$ cat src/rtl/divider_8bit.sv
// Sequential unsigned 8-bit restoring divider, one shift/subtract pair per bit.
// Run/Done operator handshake shared with the add-shift multiplier.
module divider_8bit (
    input  logic       Clk,
    input  logic       Reset,
    input  logic       Run,
    input  logic [7:0] Dividend,
    input  logic [7:0] Divisor,
    output logic [7:0] Quotient,
    output logic [7:0] Remainder,
    output logic       Busy,
    output logic       Done,
    output logic       DivZero
);

    typedef enum logic [2:0] {
        S_IDLE  = 3'd0,
        S_LOAD  = 3'd1,
        S_SHIFT = 3'd2,
        S_SUB   = 3'd3,
        S_DONE  = 3'd4
    } state_t;

    state_t     state;
    state_t     state_next;
    logic [8:0] a;
    logic [7:0] q;
    logic [7:0] b;
    logic [2:0] count;
    logic [9:0] diff;
    logic [8:0] a_sub;
    logic [7:0] q_sub;

    assign diff  = {1'b0, a} - {2'b00, b};
    assign a_sub = diff[9] ? a : diff[8:0];
    assign q_sub = {q[7:1], ~diff[9]};

    always_ff @(posedge Clk or posedge Reset) begin
        if (Reset) begin
            state <= S_IDLE;
        end else begin
            state <= state_next;
        end
    end

    always_comb begin
        state_next = S_IDLE;
        Busy       = 1'b0;
        Done       = 1'b0;
        case (state)
            S_IDLE: begin
                state_next = Run ? S_LOAD : S_IDLE;
            end
            S_LOAD: begin
                Busy       = 1'b1;
                state_next = (Divisor == 8'd0) ? S_DONE : S_SHIFT;
            end
            S_SHIFT: begin
                Busy       = 1'b1;
                state_next = S_SUB;
            end
            S_SUB: begin
                Busy       = 1'b1;
                state_next = (count == 3'd7) ? S_DONE : S_SHIFT;
            end
            S_DONE: begin
                Done       = 1'b1;
                state_next = Run ? S_DONE : S_IDLE;
            end
            default: begin
                state_next = S_IDLE;
            end
        endcase
    end

    always_ff @(posedge Clk or posedge Reset) begin
        if (Reset) begin
            a         <= '0;
            q         <= '0;
            b         <= '0;
            count     <= '0;
            Quotient  <= '0;
            Remainder <= '0;
            DivZero   <= 1'b0;
        end else begin
            case (state)
                S_IDLE, S_DONE: begin
                end
                S_LOAD: begin
                    a       <= '0;
                    q       <= Dividend;
                    b       <= Divisor;
                    count   <= '0;
                    DivZero <= 1'b0;
                    if (Divisor == 8'd0) begin
                        Quotient  <= 8'hFF;
                        Remainder <= Dividend;
                        DivZero   <= 1'b1;
                    end
                end
                S_SHIFT: begin
                    {a, q} <= {a[7:0], q, 1'b0};
                end
                S_SUB: begin
                    a     <= a_sub;
                    q     <= q_sub;
                    count <= count + 3'd1;
                    if (count == 3'd7) begin
                        Quotient  <= q_sub;
                        Remainder <= a_sub[7:0];
                    end
                end
                default: begin
                    // Corrupted state: drop everything, FSM returns to Idle.
                    a         <= '0;
                    q         <= '0;
                    b         <= '0;
                    count     <= '0;
                    Quotient  <= '0;
                    Remainder <= '0;
                    DivZero   <= 1'b0;
                end
            endcase
        end
    end

endmodule
$ cat config.mk
export PLATFORM = sky130hd
export DESIGN_NAME = divider_8bit
export DESIGN_NICKNAME = d
export VERILOG_FILES = /design/src/rtl/divider_8bit.sv
export SDC_FILE = /design/constraint.sdc
export NUM_CORES = 1
export LEC_CHECK = 0
export ABC_CLOCK_PERIOD_IN_PS = 4610
export CAP_MARGIN = 10
export CORE_MARGIN = 5
export CORE_UTILIZATION = 30
export CTS_CLUSTER_DIAMETER = 80
export DETAILED_ROUTE_END_ITERATION = 8
export PLACE_DENSITY = 0.48
export SYNTH_ARGS = -nofsm -noshare
export SYNTH_HDL_FRONTEND = slang
export SYNTH_SLANG_ARGS = --single-unit
$ cat constraint.sdc
create_clock -name Clk -period 4.61 [get_ports Clk]
set_input_delay 0.922 -clock Clk [delete_from_list [all_inputs] [get_ports Clk]]
set_output_delay 0.922 -clock Clk [all_outputs]
set_load 0.05 [all_outputs]
==> key figures <==
Outcome
  • Status: finished clean

Place
  • Port bufs: 37
  • Post-DP Area: 3231 sq um
  • Placed cells: about 440
  • Detailed Place HPWL: between 5 and 6 mm
  • GPL Wtd Cong: 0.7619

Global routing
  • GRT overflow: 0
  • First-pass GRT wire length: between 10 and 15 mm
  • Largest net degree at the start of global routing: 49
  • Vias in the first global route: roughly 2.5k
  • Gr usage total: 0.1455
  • Initial antenna violation count: 0

Synthesis
  • Post-synth EDFFs: 0
  • Yosys warning total: 0
  • Synth area leader: dfrtp_1
  • Post-synth cell types: 60
  • Net Count, Synth: about 340
  • Post-synth top flop: dfrtp_1
  • Register area share after synthesis: 0.4330
  • Most common cell in the synthesized netlist: dfrtp_1
  • Synth top area cells: dfrtp_1 43%, o21ai_0 5.4%, a21oi_1 4.7%
  • Post-Syn Instances: about 310
  • Async set-or-reset flop fraction in the synthesized netlist: 1.000
  • Top cell types by occurrence after synthesis: 48 x dfrtp_1, 31 x nand2_1, 30 x o21ai_0
  • Synth top area share: 0.4330
  • Syn_area_per_cell: 9.065 sq um
  • #FFs+latches synth: 48
  • Post-Synthesis Cell Area: 2774 sq um

Pwr
  • Switching Share: 0.4867
  • Cell internal pwr: ~1.4 mW
  • Clk pwr share: 0.116
  • NetSw: ~1.3 mW
  • Max IR drop VDD: about 0.00019 V
  • Power, Total: between 2 and 3 mW
  • Logic pwr share: 0.617
  • PwrDens: around 800 nW/um^2
  • Part of the power in registers: 0.267
  • Leakage: 1.428 nW

Timing
  • Hold_ws: ~480 ps
  • Worst-Margin Slew: around 1000 ps
  • Part of the cycle the worst path needs: 0.7430
  • Fin crit period: approximately 3400 ps
  • Max Freq: slightly below 300 MHz
  • Clock skew: approximately 13 ps
  • RSZ-0062 raised after global routing: false
  • Max Slew Vio Count: 0
  • Final hold vios: 0
  • Setup-failing EPs final: 0
  • Setup_tns: 0 ps
  • Worst relative slew slack: 0.3220

Finish
  • Fraction of layout cells with a size suffix above 1: 0.06509
  • Area delta synth->final: 20.34%
  • Fin area: ~3300 sq um
  • Final nets: about 370
  • Ant diodes: 0
  • Non-Filler Instances: ~450

Clock network
  • Clock root buffer: clkbuf_8
  • Worst-case clock buffer depth: 2
  • H-tree depth: 2
  • Hold bufs inserted after CTS: 0
  • CTS clock-pin slew for the worst setup and hold paths: 100 ps
  • Post-CTS Setup Repair Bufs: 0
  • Worst skew pair latency: around 300 ps
  • # clock sinks: 48
  • # resized after CTS: 0
  • TritonCTS clock tree: yes
  • TritonCTS Buffers: 5

Detailed routing
  • Via density: roughly 5.4
  • WL final: around 7.9 mm
  • First drt pass iteration count: 4
  • DR WL/cell: 17.56 um
  • Final ANT Viol Nets: 0
  • Vias: roughly 2.4k
  • Initial DRC Count: about 150
  • # DRC: 0

Die
  • IO Count: 38
  • Rows: 35
  • Die boundary width: 106.2 um
  • Die Height: approximately 110 um
  • Initial Utilization: 0.3045
  • Core ar.: ~9100 sq um
  • Full die area: ~11000 sq um

Worst setup path
  • CP Launch Type: register
  • Reg2Reg Setup Slack: ~2100 ps
  • CP max FO: 22
  • CP Data Arrival Time: between 2000 and 3000 ps
  • Crit end category: output pin
  • CP Class: reg2out
  • Worst Path Required: 3690 ps

Hold path
  • Hold Crit Class: reg2reg

Run
  • Maxcap violations: 0
[routing by layer]
metal | track usage | wire [um]
met3 | 0.02004 | 280
met5 | 0 | 0
met4 | 0.03238 | 79
met2 | 0.2484 | 3877
met1 | 0.1955 | 3648
[through the flow]
step / util / setup WS (ps)
floorplan: - / 2155
global placement: 0.3547 / 1487
detailed placement: 0.3547 / 1489
CTS: 0.3665 / 1135
global route: 0.3665 / 1090
finish: 0.3665 / 1185
[sequential cells by signal, indices dropped and copies added (netlist names)]
signal / flops
Remainder: 8
b: 8
a: 9
Quotient: 8
q: 8
DivZero: 1
count: 3
state: 3
[placed cells by master, fill, tap and decap left out, types with 3 or more instances in the layout]
cell and count:
a31oi_1 3, o21ai_0 30, a32oi_1 5, a21oi_1 26, xor2_1 3, o21ai_1 7, clkdlybuf4s50_1 37, mux2i_1 7
and2_1 3, ha_1 10, o21a_1 4, nor3_1 7, inv_1 13, dfrtp_1 48, buf_4 4, o22ai_1 4
a22oi_1 6, nand2_1 31, clkbuf_8 5, nor2_1 25, a22o_1 7, nor2b_1 4, a21o_1 3
[worst max-delay path, cell delays in order, from the launching register on]
cell	delay (ps)
dfrtp_1	370
buf_4	210
nor2_1	580
and2_1	230
clkdlybuf4s50_1	800
[cells by family after synthesis]
family / synth area share
fa+ha+maj: 0.05232
xor+xnor: 0.009474
flops: 0.4330
compound gates: 0.2810
mux: 0.02526
simple gates: 0.1489
buf+inv: 0.05006
[area by class of cell]
| type | instances | area (sq um) |
|---|---|---|
| Clock inverter | 2 | 35.03 |
| Sequential cell | 48 | 1201 |
| Clock buffer | 6 | 72.57 |
| Timing Repair Buffer | 41 | 400.4 |
| Tap cell | 111 | 138.9 |
| Multi-Input combinational cell | 226 | 1434 |
| Fill cell | 962 | 5771 |
| Inverter | 15 | 56.30 |
[worst paths after layout]
| kind | startpoint | end | cells past startpoint |
|---|---|---|---|
| min in group asynchronous | Reset | b[6] | 2 |
| setup / recovery | state[1] | Done | 4 |
| setup reg to reg | a[0] | a[6] | 9 |
| hold / removal | Quotient[2] | Quotient[2] | 2 |
| hold reg to reg | Quotient[2] | Quotient[2] | 2 |
| max in group asynchronous | Reset | Remainder[3] | 2 |
[power by group through the flow]
| stage | Combinational [mW] | Clock [mW] | Sequential (mW) |
|---|---|---|---|
| 2_1_floorplan | 1.05 | 0 | 0.874 |
| 3_5_place_dp | 1.66 | 0 | 0.724 |
| 3_3_place_gp | 1.64 | 0 | 0.725 |
| 5_1_grt | 1.84 | 0.337 | 0.740 |
| 4_1_cts | 1.66 | 0.321 | 0.716 |
| 6_report | 1.65 | 0.311 | 0.715 |
Power figures use the tool's default switching activity.
